`config.mk`:
```
export PLATFORM = sky130hd
export DESIGN_NAME = seq_divider_asmd
export DESIGN_NICKNAME = d
export VERILOG_FILES = /design/src/rtl/seq_divider_asmd.sv
export SDC_FILE = /design/constraint.sdc
export NUM_CORES = 1
export LEC_CHECK = 0
export ABC_AREA = 1
export BUFFER_PORTS_ARGS = -buffer_cell sky130_fd_sc_hd__buf_2
export CAP_MARGIN = 5
export CORE_MARGIN = 2
export CORE_UTILIZATION = 55
export DETAILED_ROUTE_END_ITERATION = 8
export PLACE_DENSITY = 0.8
export SLEW_MARGIN = 15
export SYNTH_ARGS = -nofsm -noshare
export SYNTH_HDL_FRONTEND = slang
export SYNTH_SLANG_ARGS = --single-unit
```
`constraint.sdc`:
```
create_clock -name clk -period 2.5 [get_ports clk]
set_clock_uncertainty 0.05 [all_clocks]
set_input_delay 0.125 -clock clk [delete_from_list [all_inputs] [get_ports clk]]
set_output_delay 0.125 -clock clk [all_outputs]
set_load 0.01 [all_outputs]
```
`src/rtl/seq_divider_asmd.sv`:
```
// seq_divider_asmd: sequential restoring divider (ASMD style).
// A controller FSM drives a shift/subtract datapath that reuses one
// (M+1)-bit subtractor for N cycles, producing one quotient bit per cycle.
//
// Ports:
//   clk      - clock, all state changes on the rising edge
//   rst      - synchronous active-high reset (aborts any operation)
//   start    - request, only sampled in IDLE or DONE
//   sgn      - (SIGNED_DIV_EN only) treat A/B as two's complement
//   A [N-1:0]- dividend, captured on the accepting edge
//   B [M-1:0]- divisor, captured on the accepting edge
//   Q [N-1:0]- quotient, registered, held until the next result
//   R [M-1:0]- remainder, registered, held until the next result
//   busy     - high while iterating (CALC, and FIX when present)
//   done     - one-cycle pulse when Q/R/div_zero are valid
//   div_zero - set with done when the captured divisor was zero
//
// Optional feature: define SIGNED_DIV_EN to add the sgn input and a FIX
// state that applies result signs (truncation toward zero, R follows A).
module seq_divider_asmd #(
  parameter int N = 8,
  parameter int M = 4
) (
  input  logic         clk,
  input  logic         rst,
  input  logic         start,
`ifdef SIGNED_DIV_EN
  input  logic         sgn,
`endif
  input  logic [N-1:0] A,
  input  logic [M-1:0] B,
  output logic [N-1:0] Q,
  output logic [M-1:0] R,
  output logic         busy,
  output logic         done,
  output logic         div_zero
);

  localparam int CW = $clog2(N + 1);
  localparam logic [CW-1:0] CNT_LOAD = CW'(N);
  localparam logic [CW-1:0] CNT_ONE  = CW'(1);

`ifdef SIGNED_DIV_EN
  typedef enum logic [1:0] {IDLE, CALC, DONE, FIX} state_t;
`else
  typedef enum logic [1:0] {IDLE, CALC, DONE} state_t;
`endif

  state_t         state_q, state_d;
  logic [N-1:0]   dvd_q, dvd_d;   // dividend in, quotient bits shift in at LSB
  logic [M-1:0]   dvs_q, dvs_d;
  logic [M-1:0]   p_q, p_d;       // partial remainder; guard bit lives only in p_sh/t
  logic [CW-1:0]  cnt_q, cnt_d;
  logic [N-1:0]   q_q, q_d;
  logic [M-1:0]   r_q, r_d;
  logic           dz_q, dz_d;
  logic           busy_q, busy_d;
  logic           done_q, done_d;
  logic [M:0]     p_sh, t;
  logic [N-1:0]   a_mag;
  logic [M-1:0]   b_mag;

`ifdef SIGNED_DIV_EN
  logic sgn_q, sgn_d, neg_q_q, neg_q_d, neg_r_q, neg_r_d;

  function automatic logic [N-1:0] mag_n(input logic signed [N-1:0] v, input logic s);
    // Most-negative input maps to 2^(N-1), which still fits unsigned N bits.
    return (s && (v < 0)) ? N'(-v) : N'(v);
  endfunction

  function automatic logic [M-1:0] mag_m(input logic signed [M-1:0] v, input logic s);
    return (s && (v < 0)) ? M'(-v) : M'(v);
  endfunction

  assign a_mag = mag_n(A, sgn);
  assign b_mag = mag_m(B, sgn);
`else
  assign a_mag = A;
  assign b_mag = B;
`endif

  always_comb begin
    state_d = state_q;
    dvd_d   = dvd_q;
    dvs_d   = dvs_q;
    p_d     = p_q;
    cnt_d   = cnt_q;
    q_d     = q_q;
    r_d     = r_q;
    dz_d    = dz_q;
`ifdef SIGNED_DIV_EN
    sgn_d   = sgn_q;
    neg_q_d = neg_q_q;
    neg_r_d = neg_r_q;
`endif
    // Trial subtraction: t[M]=1 means the shifted remainder is below B.
    p_sh = {p_q, dvd_q[N-1]};
    t    = p_sh - {1'b0, dvs_q};

    unique case (state_q)
      IDLE, DONE: begin
        state_d = IDLE;
        if (start) begin
          dz_d = (B == '0);
          if (B == '0) begin
            state_d = DONE;
            q_d     = '1;
            r_d     = '0;
          end else begin
            state_d = CALC;
            dvd_d   = a_mag;
            dvs_d   = b_mag;
            p_d     = '0;
            cnt_d   = CNT_LOAD;
`ifdef SIGNED_DIV_EN
            sgn_d   = sgn;
            neg_q_d = sgn & (A[N-1] ^ B[M-1]);
            neg_r_d = sgn & A[N-1];
`endif
          end
        end
      end
      CALC: begin
        p_d   = t[M] ? p_sh[M-1:0] : t[M-1:0];
        dvd_d = {dvd_q[N-2:0], ~t[M]};
        cnt_d = cnt_q - CNT_ONE;
        if (cnt_q == CNT_ONE) begin
`ifdef SIGNED_DIV_EN
          if (sgn_q) begin
            state_d = FIX;
          end else begin
            state_d = DONE;
            q_d     = dvd_d;
            r_d     = p_d;
          end
`else
          state_d = DONE;
          q_d     = dvd_d;
          r_d     = p_d;
`endif
        end
      end
`ifdef SIGNED_DIV_EN
      FIX: begin
        // Unsigned magnitudes are complete; apply signs. -128/-1 wraps to -128.
        q_d     = neg_q_q ? N'(-dvd_q) : dvd_q;
        r_d     = neg_r_q ? M'(-p_q) : p_q;
        state_d = DONE;
      end
`endif
      default: state_d = IDLE;
    endcase

`ifdef SIGNED_DIV_EN
    busy_d = (state_d == CALC) || (state_d == FIX);
`else
    busy_d = (state_d == CALC);
`endif
    done_d = (state_d == DONE);
  end

  always_ff @(posedge clk) begin
    if (rst) begin
      state_q <= IDLE;
      dvd_q   <= '0;
      dvs_q   <= '0;
      p_q     <= '0;
      cnt_q   <= '0;
      q_q     <= '0;
      r_q     <= '0;
      dz_q    <= 1'b0;
      busy_q  <= 1'b0;
      done_q  <= 1'b0;
`ifdef SIGNED_DIV_EN
      sgn_q   <= 1'b0;
      neg_q_q <= 1'b0;
      neg_r_q <= 1'b0;
`endif
    end else begin
      state_q <= state_d;
      dvd_q   <= dvd_d;
      dvs_q   <= dvs_d;
      p_q     <= p_d;
      cnt_q   <= cnt_d;
      q_q     <= q_d;
      r_q     <= r_d;
      dz_q    <= dz_d;
      busy_q  <= busy_d;
      done_q  <= done_d;
`ifdef SIGNED_DIV_EN
      sgn_q   <= sgn_d;
      neg_q_q <= neg_q_d;
      neg_r_q <= neg_r_d;
`endif
    end
  end

  assign Q        = q_q;
  assign R        = r_q;
  assign busy     = busy_q;
  assign done     = done_q;
  assign div_zero = dz_q;

endmodule
```
==> results_dict.tcl, run 1 <==
set metrics [dict create \
    period_share_pct 77.3 \
    cts.clk_slew.worst_paths_ns 0.11 \
    synth-async-reset-ratio_pct 0 \
    synth_area_per_cell_um2 8.01 \
    hold_class "in2reg" \
    power_density_nw_per_um2 680 \
    syn2layout_area_growth_pct 10.7 \
    setup-violations-final 0 \
    portBuffers 29 \
    vias 1562 \
    final_cell_mix "dfxtp_1, nand2_1, buf_2" \
    start_util_pct 58.0 \
    synthesis.area_um2 1770 \
    outcome "finished, final reports clean" \
    fmax_ghz 0.517 \
    ys_seq_elements 37 \
    drv_slew 0 \
    final_common_cell "dfxtp_1" \
    cts_tree "built" \
    tightest_slew_ns 0.440 \
    synthDistinctLibCells 34 \
    ios 30 \
    cts_setup_buffers 0 \
    drc 0 \
    ir_drop_v 0.000387 \
    antenna_found_initial 0 \
    finalPower_mw 1.33 \
    overflow 0 \
    rsz0062_at_grt "false" \
    hpwl_um 2560 \
    cts_buffer_depth 2 \
    worstPathRequired_ns 2.74 \
    synth_top_family_by_area "simple AND/OR/NAND/NOR gates" \
    ctsResizeCount 0 \
    firstDrtPassIters 4 \
    whs_ns 0.0219 \
    synth_xor_area_share_pct 0.495 \
    power_leakage_nw 0.835 \
    synthSimpleGateAreaFrac_pct 25.1 \
    final.min_clock_period_ns 1.93 \
    rrSetupSlack_ns 0.57 \
    synth_edf_count 0 \
    setup_tns_ns 0 \
    globalRouteTotalUtil_pct 23.1 \
    postSynthCellCount 221 \
    die_x_um 60.7 \
    hold_violations 0 \
    grt_pass1_vias 1431 \
    cp-start-kind "flop" \
    grt_max_degree 30 \
    hold_path_depth 3 \
    drive_gt1_share_pct 20.9 \
    cts_max_level 2 \
    core-area_um2 3050 \
    vias_per_cell 5.33 \
    cts_root_buf "clkbuf_4" \
    ys.warnings.count 0 \
    cts_hold_repair.buffers 0 \
    grt_pass1_wl_um 6200 \
    antenna_cells 0 \
    crit_path_end_kind "flop" \
    cp_max_fo 5 \
    rows 20 \
    dieArea_um2 3690 \
    ys_seq_area_share_pct 41.8 \
    avgRoutedWirePerCell_um 12.6 \
    synth_adder_area_share_pct 5.37 \
    r2r_cells 12 \
    clock_latency_ns 0.35 \
    cts_made_buffers 5 \
    ant_nets 0 \
    cp.arrival_ns 2.18 \
    drt_wl_total_um 3680 \
    synthFlopType "dfxtp_1" \
    slew_headroom_pct 70.5 \
    critical_path_class "reg2reg" \
    cap_violations 0 \
    die_h_um 60.7 \
    clock-sinks 37 \
    drt_iter0_drc 76 \
    syn_nets 243 \
    nets 270 \
    gp_congestion 0.863 \
    synth_compound_area_share_pct 17.5 \
    synthMuxAreaShare_pct 0 \
]
-- critical path, stage by stage (launching register included) --
cell     delay (ns)
dfxtp_1        0.34
inv_1          0.05
ha_1           0.21
fa_1           0.40
inv_1          0.08
nand2_1        0.05
nand2_1        0.07
nand3_1        0.14
nand2_2        0.15
nor2_1         0.06
nor2_1         0.14
nor2_1         0.06
nor2_1         0.07
-- logic make-up after synthesis --
group,count (synthesis)
AND/OR/NAND/NOR,89
AO/OA/AOI/OAI,50
buffers and inverters,37
flip-flops,37
adder cells (fa/ha/maj),7
XOR/XNOR,1
-- Yosys cell counts, types with 2 or more instances --
cell	instances	area [µm²]
dfxtp_1	37	741
nand2_1	29	109
nand3_1	27	135
a21oi_1	25	125
inv_1	23	86.3
nor2_1	16	60.1
o21ai_0	8	40.0
ha_1	6	75.1
o211ai_1	6	45.0
or2_1	6	37.5
buf_2	3	15.0
buf_6	3	33.8
clkbuf_1	3	11.3
inv_2	3	11.3
nand2_2	3	18.8
o32ai_1	3	26.3
a21oi_2	2	17.5
or2_2	2	12.5
-- through the flow --
| stage | std cells | setup slack (ns) | util (%) | area, µm² |
|---|---|---|---|---|
| after floorplan | 221 | 0.726 | - | 1770 |
| after global placement | 285 | 0.645 | 62.6 | 1910 |
| after detailed placement | 285 | 0.585 | 62.6 | 1910 |
| after CTS | 293 | 0.569 | 64.2 | 1960 |
| after global routing | 293 | 0.374 | 64.2 | 1960 |
| final | 293 | 0.566 | 64.2 | 1960 |
-- area by class of cell --
cell class | count | area, µm²
repair buffers | 30 | 153
clock buffers | 8 | 48.8
flip-flops and latches | 37 | 741
fillers | 284 | 1090
multi-input cells | 147 | 858
well taps | 44 | 55.1
inverters | 27 | 104
-- flip-flops by register name (all words and copies together) (netlist names) --
register,cells
R,4
done,1
p_q,4
state_q,2
dvd_q,8
cnt_q,4
div_zero,1
Q,8
busy,1
dvs_q,4
-- report_power, final --
part | total, mW | leakage [nW] | internal (mW) | switching (mW)
sequential | 0.669 | 0.303 | 0.639 | 0.0293
clock | 0.305 | 0.0265 | 0.112 | 0.192
combinational | 0.359 | 0.506 | 0.134 | 0.225
total | 1.33 | 0.835 | 0.886 | 0.446
-- routing by layer --
metal | up-vias | share of wire [%] | track usage (%) | wire [µm]
li1 | 793 | - | - | -
met1 | 709 | 45 | 28.7 | 1650
met2 | 52 | 47 | 37.5 | 1730
met3 | 8 | 5.8 | 5.33 | 214
met4 | 0 | 2.0 | 11.5 | 75
met5 | - | 0 | 0 | 0
-- worst paths after layout --
check | from | endpoint
min | B[2] | dvs_q[2]
max | dvd_q[7] | p_q[3]
max reg2reg | dvd_q[7] | p_q[3]
min reg2reg | Q[4] | Q[4]
Note: power is estimated with default switching activity, not from simulation.
==> inputs of run 2 (changes only) <==
Settings changed: CORE_UTILIZATION 55 to 49, PLACE_DENSITY 0.8 to 0.76.
Clock period 2.5 ns to 1.75 ns, I/O delays scaled along.
==> results_dict.tcl, run 2 (synthesis results as in run 1) <==
set metrics [dict create \
    cap_violations 0 \
    rsz0062_at_grt "true" \
    fill_cells 320 \
    cp.arrival_ns 1.96 \
    fmax_ghz 0.569 \
    max_stage_delay_ns 0.37 \
    cts_tree "built" \
    crit_path_end_kind "flop" \
    clock_latency_ns 0.35 \
    grt_util_met1_pct 26.7 \
    power_density_nw_per_um2 952 \
    hpwl_um 2800 \
    globalRouteTotalUtil_pct 21.1 \
    regArea_um2 742 \
    ios 30 \
    cts_root_buf "clkbuf_4" \
    hold_violations 0 \
    grt_max_degree 22 \
    dieArea_um2 4110 \
    slew_headroom_pct 76.5 \
    die_h_um 64.1 \
    overflow 0 \
    worst_slack_ns -0.00699 \
    syn2layout_area_growth_pct 23.9 \
    grt_pass1_wl_um 6710 \
    setup_tns_ns -0.00699 \
    multi_input_area_um2 932 \
    rows 21 \
    drt_iter0_drc 43 \
    grt_pass1_vias 1513 \
    drt_wl_total_um 4020 \
    busiest_layer "met2" \
    cp-start-kind "flop" \
    worstPathRequired_ns 1.95 \
    failed_checks "negative setup slack" \
    met3_usage_pct 4.23 \
    cts_made_buffers 5 \
    critical_path_buf_inv_count 2 \
    ir_drop_v 0.000619 \
    gp_congestion 0.869 \
    drive_gt1_share_pct 29.4 \
    period_share_pct 100 \
    cp_cell_sequence "inv_2 > ha_4 > fa_2 > inv_2 > nand3_2 > nand3_4 > nand2_4 > nor2_2 > nor2_2 > nor2_1 > nor2_1" \
    outcome "finished, violations left" \
    antenna_found_initial 0 \
    drc 0 \
    vias_per_cell 5.24 \
    nets 286 \
    firstDrtPassIters 5 \
    final_core_util_pct 64.2 \
    vias 1629 \
    final_common_cell "dfxtp_1" \
    antenna_cells 0 \
    critPathSlowestCell "fa_2" \
    avgRoutedWirePerCell_um 12.9 \
    ant_nets 0 \
    hold_class "in2reg" \
    dp.cells 293 \
    fin_cells 311 \
    cp_max_fo 5 \
    setup-violations-final 1 \
    portBuffers 29 \
    die_x_um 64.1 \
    place_area_um2 1970 \
    critical_path_class "reg2reg" \
    core-area_um2 3420 \
    fin_area_um2 2190 \
    critical_path.top_delay_family "simple AND/OR/NAND/NOR gates" \
    cts_max_level 2 \
    cts.clk_slew.worst_paths_ns 0.12 \
    clock-sinks 37 \
    tightest_slew_ns 0.350 \
    cts_buffer_depth 2 \
    grtUsageMet2_pct 35.3 \
    power_leakage_nw 0.930 \
    drv_slew 0 \
    final_cell_mix "dfxtp_1, buf_2, nand2_1" \
    start_util_pct 51.8 \
    final.min_clock_period_ns 1.76 \
]
run 2: repair_timing:
action,in CTS,in global routing
setup buffers,1,1
hold buffers,7,1
pin swaps,5,7
endpoints found under the setup margin,10,10
resized for setup,6,11
hold endpoints to repair,12,5
run 2: layout make-up:
class	instances	area share, %
Clock buffer	6	2.34
Inverter	27	4.73
Timing Repair Buffer	46	13.3
Tap cell	46	2.62
Multi-Input combinational cell	147	42.5
Sequential cell	37	33.8
Clock inverter	2	0.627
run 2: stage by stage:
stage	total power, mW	hold slack, ns	setup slack [ns]
final	2.09	0.00829	-0.00699
after global routing	2.21	0.0193	-0.0746
after CTS	2.03	-0.0842	-0.0182
after detailed placement	1.52	0.297	-0.0985
after global placement	1.51	0.301	-0.0745
after floorplan	1.39	0.216	0.00695
run 2: power breakdown:
part / leakage (nW) / switching (mW) / internal [mW] / total, mW
Combinational: 0.589 / 0.376 / 0.255 / 0.631
Clock: 0.0382 / 0.302 / 0.196 / 0.498
Sequential: 0.303 / 0.0454 / 0.914 / 0.959
Total: 0.930 / 0.724 / 1.37 / 2.09
run 2: final timing paths:
kind / endpoint / cells after the start / startpoint / slack, ns
worst max register to register: R[3] / 11 / dvd_q[7] / -0.007
worst max-delay path: R[3] / 11 / dvd_q[7] / -0.007
worst min-delay path: dvs_q[1] / 3 / B[1] / 0.008
worst min register to register: Q[1] / 2 / Q[1] / 0.42
run 2: tightest hold or removal path: cells and delay by family:
family	cells	cell delay, ns
AO/OA/AOI/OAI	1	0.10
buffers and inverters	2	0.18
run 2: per-layer routing:
layer / share of wire [%] / vias up
li1: - / 831
met3: 5.4 / 7
met4: 1.6 / 0
met1: 45 / 748
met2: 48 / 43
met5: 0 / -
==> inputs of run 3 (changes only) <==
Settings changed: PLACE_DENSITY 0.76 to 0.81.
==> results_dict.tcl, run 3 (synthesis results as in run 1) <==
set metrics [dict create \
    outcome "finished, final reports clean" \
    fin_cells 305 \
    dieArea_um2 4110 \
    gp_congestion 0.908 \
    firstDrtPassIters 4 \
    cts_made_buffers 5 \
    drive_gt1_share_pct 28.2 \
    rows 21 \
    critical_path_class "reg2reg" \
    drt_iter0_drc 92 \
    cts.clk_slew.worst_paths_ns 0.10 \
    setup-violations-final 0 \
    power_density_nw_per_um2 957 \
    slew_headroom_pct 74.4 \
    place_area_um2 1980 \
    rsz0062_at_grt "true" \
    grt_max_degree 22 \
    nets 281 \
    final.min_clock_period_ns 1.71 \
    crit_path_end_kind "flop" \
    power_leakage_nw 0.903 \
    cts_tree "built" \
    vias 1584 \
    period_share_pct 97.5 \
    final_common_cell "dfxtp_1" \
    hp-start "B[1]" \
    cp-start-kind "flop" \
    whs_ns 0.00889 \
    antenna_found_initial 0 \
    core-area_um2 3420 \
    final_cell_mix "dfxtp_1, buf_2, nand2_1" \
    ios 30 \
    cts_root_buf "clkbuf_4" \
    dp.cells 294 \
    overflow 0 \
    final_core_util_pct 62.0 \
    antenna_cells 0 \
    hold_violations 0 \
    r2r_start "dvd_q[7]" \
    hold_path_depth 3 \
    fmax_ghz 0.586 \
    cp.arrival_ns 1.94 \
    avgRoutedWirePerCell_um 13.2 \
    fill_cells 332 \
    hold_class "in2reg" \
    drv_slew 0 \
    die_h_um 64.1 \
    finalPower_mw 2.03 \
    cp_max_fo 5 \
    ant_nets 0 \
    clock_latency_ns 0.34 \
    clock-sinks 37 \
    drc 0 \
    fin_area_um2 2120 \
    cts_buffer_depth 2 \
    rrSetupSlack_ns 0.04 \
    ir_drop_v 0.000523 \
    die_x_um 64.1 \
    syn2layout_area_growth_pct 19.6 \
    hpwl_um 2880 \
    vias_per_cell 5.19 \
    grt_pass1_wl_um 6900 \
    r2r_cells 12 \
    globalRouteTotalUtil_pct 21.6 \
    cts_max_level 2 \
    start_util_pct 51.8 \
    hold_end "dvs_q[1]" \
    worstPathRequired_ns 1.98 \
    drt_wl_total_um 4030 \
    grt_pass1_vias 1508 \
    cap_violations 0 \
    reg2reg_to "R[3]" \
    portBuffers 29 \
    tightest_slew_ns 0.383 \
]
run 3: cell types whose count changed in the layout (fill, tap and decap cells not counted), sizes merged:
cell and delta:
clkinv -2, clkbuf +1, dlygate4sd3 -5
run 3: how the worst max path moves through the flow:
stage	startpoint	endpoint	slack, ns	cells after the start
after floorplan	dvd_q[7]	p_q[3]	0.007	11
after global placement	dvd_q[7]	R[3]	-0.08	12
after detailed placement	dvd_q[7]	R[3]	-0.14	12
after CTS	dvd_q[7]	p_q[3]	-0.02	12
after global routing	dvd_q[7]	R[3]	-0.09	12
final	dvd_q[7]	R[3]	0.04	12
run 3: repair_timing:
item                       CTS  global route
resized for setup            6             8
pin swaps                    4             5
setup endpoints to repair   10            10
buffers inserted             1             0
hold endpoints to repair     3             0
hold buffers                 3             0
run 3: final cells by class:
type                       count  area [µm²]  share of cell area (%)
inverter                      27         104                    4.91
clock buffer                   7        55.1                    2.60
timing repair buffer          41         243                    11.5
tap                           46        57.6                    2.72
multi-input combinational    147         916                    43.3
sequential                    37         742                    35.0
run 3: stage by stage:
stage,setup slack [ns],TNS [ns]
after global placement,-0.0809,-0.571
after CTS,-0.0154,-0.0271
final,0.0431,0
after global routing,-0.0933,-0.573
after detailed placement,-0.140,-1.00
after floorplan,0.00695,0
run 3: power by group:
group / leakage [nW] / internal (mW) / switching [mW]
Clock: 0.0314 / 0.190 / 0.265
Combinational: 0.569 / 0.244 / 0.368
Sequential: 0.303 / 0.914 / 0.0460
Total: 0.903 / 1.35 / 0.679
run 3: worst max-delay path, stage by stage, from the launching register on:
cell and delay, ns:
dfxtp_2 0.35, inv_2 0.05, ha_4 0.15, fa_2 0.35, inv_2 0.08, nand2_2 0.05, nand2_2 0.09, nand3_4 0.09
nand2_4 0.11, nor2_4 0.04, nor2_2 0.11, nor2_1 0.05, nor2_1 0.09
run 3: layer usage:
metal | vias to the layer above | GRT usage, % | wire [µm]
li1 | 817 | - | -
met1 | 716 | 27.8 | 1780
met2 | 45 | 35.9 | 1950
met3 | 6 | 4.93 | 249
met4 | 0 | 6.91 | 48
met5 | - | 0 | 0
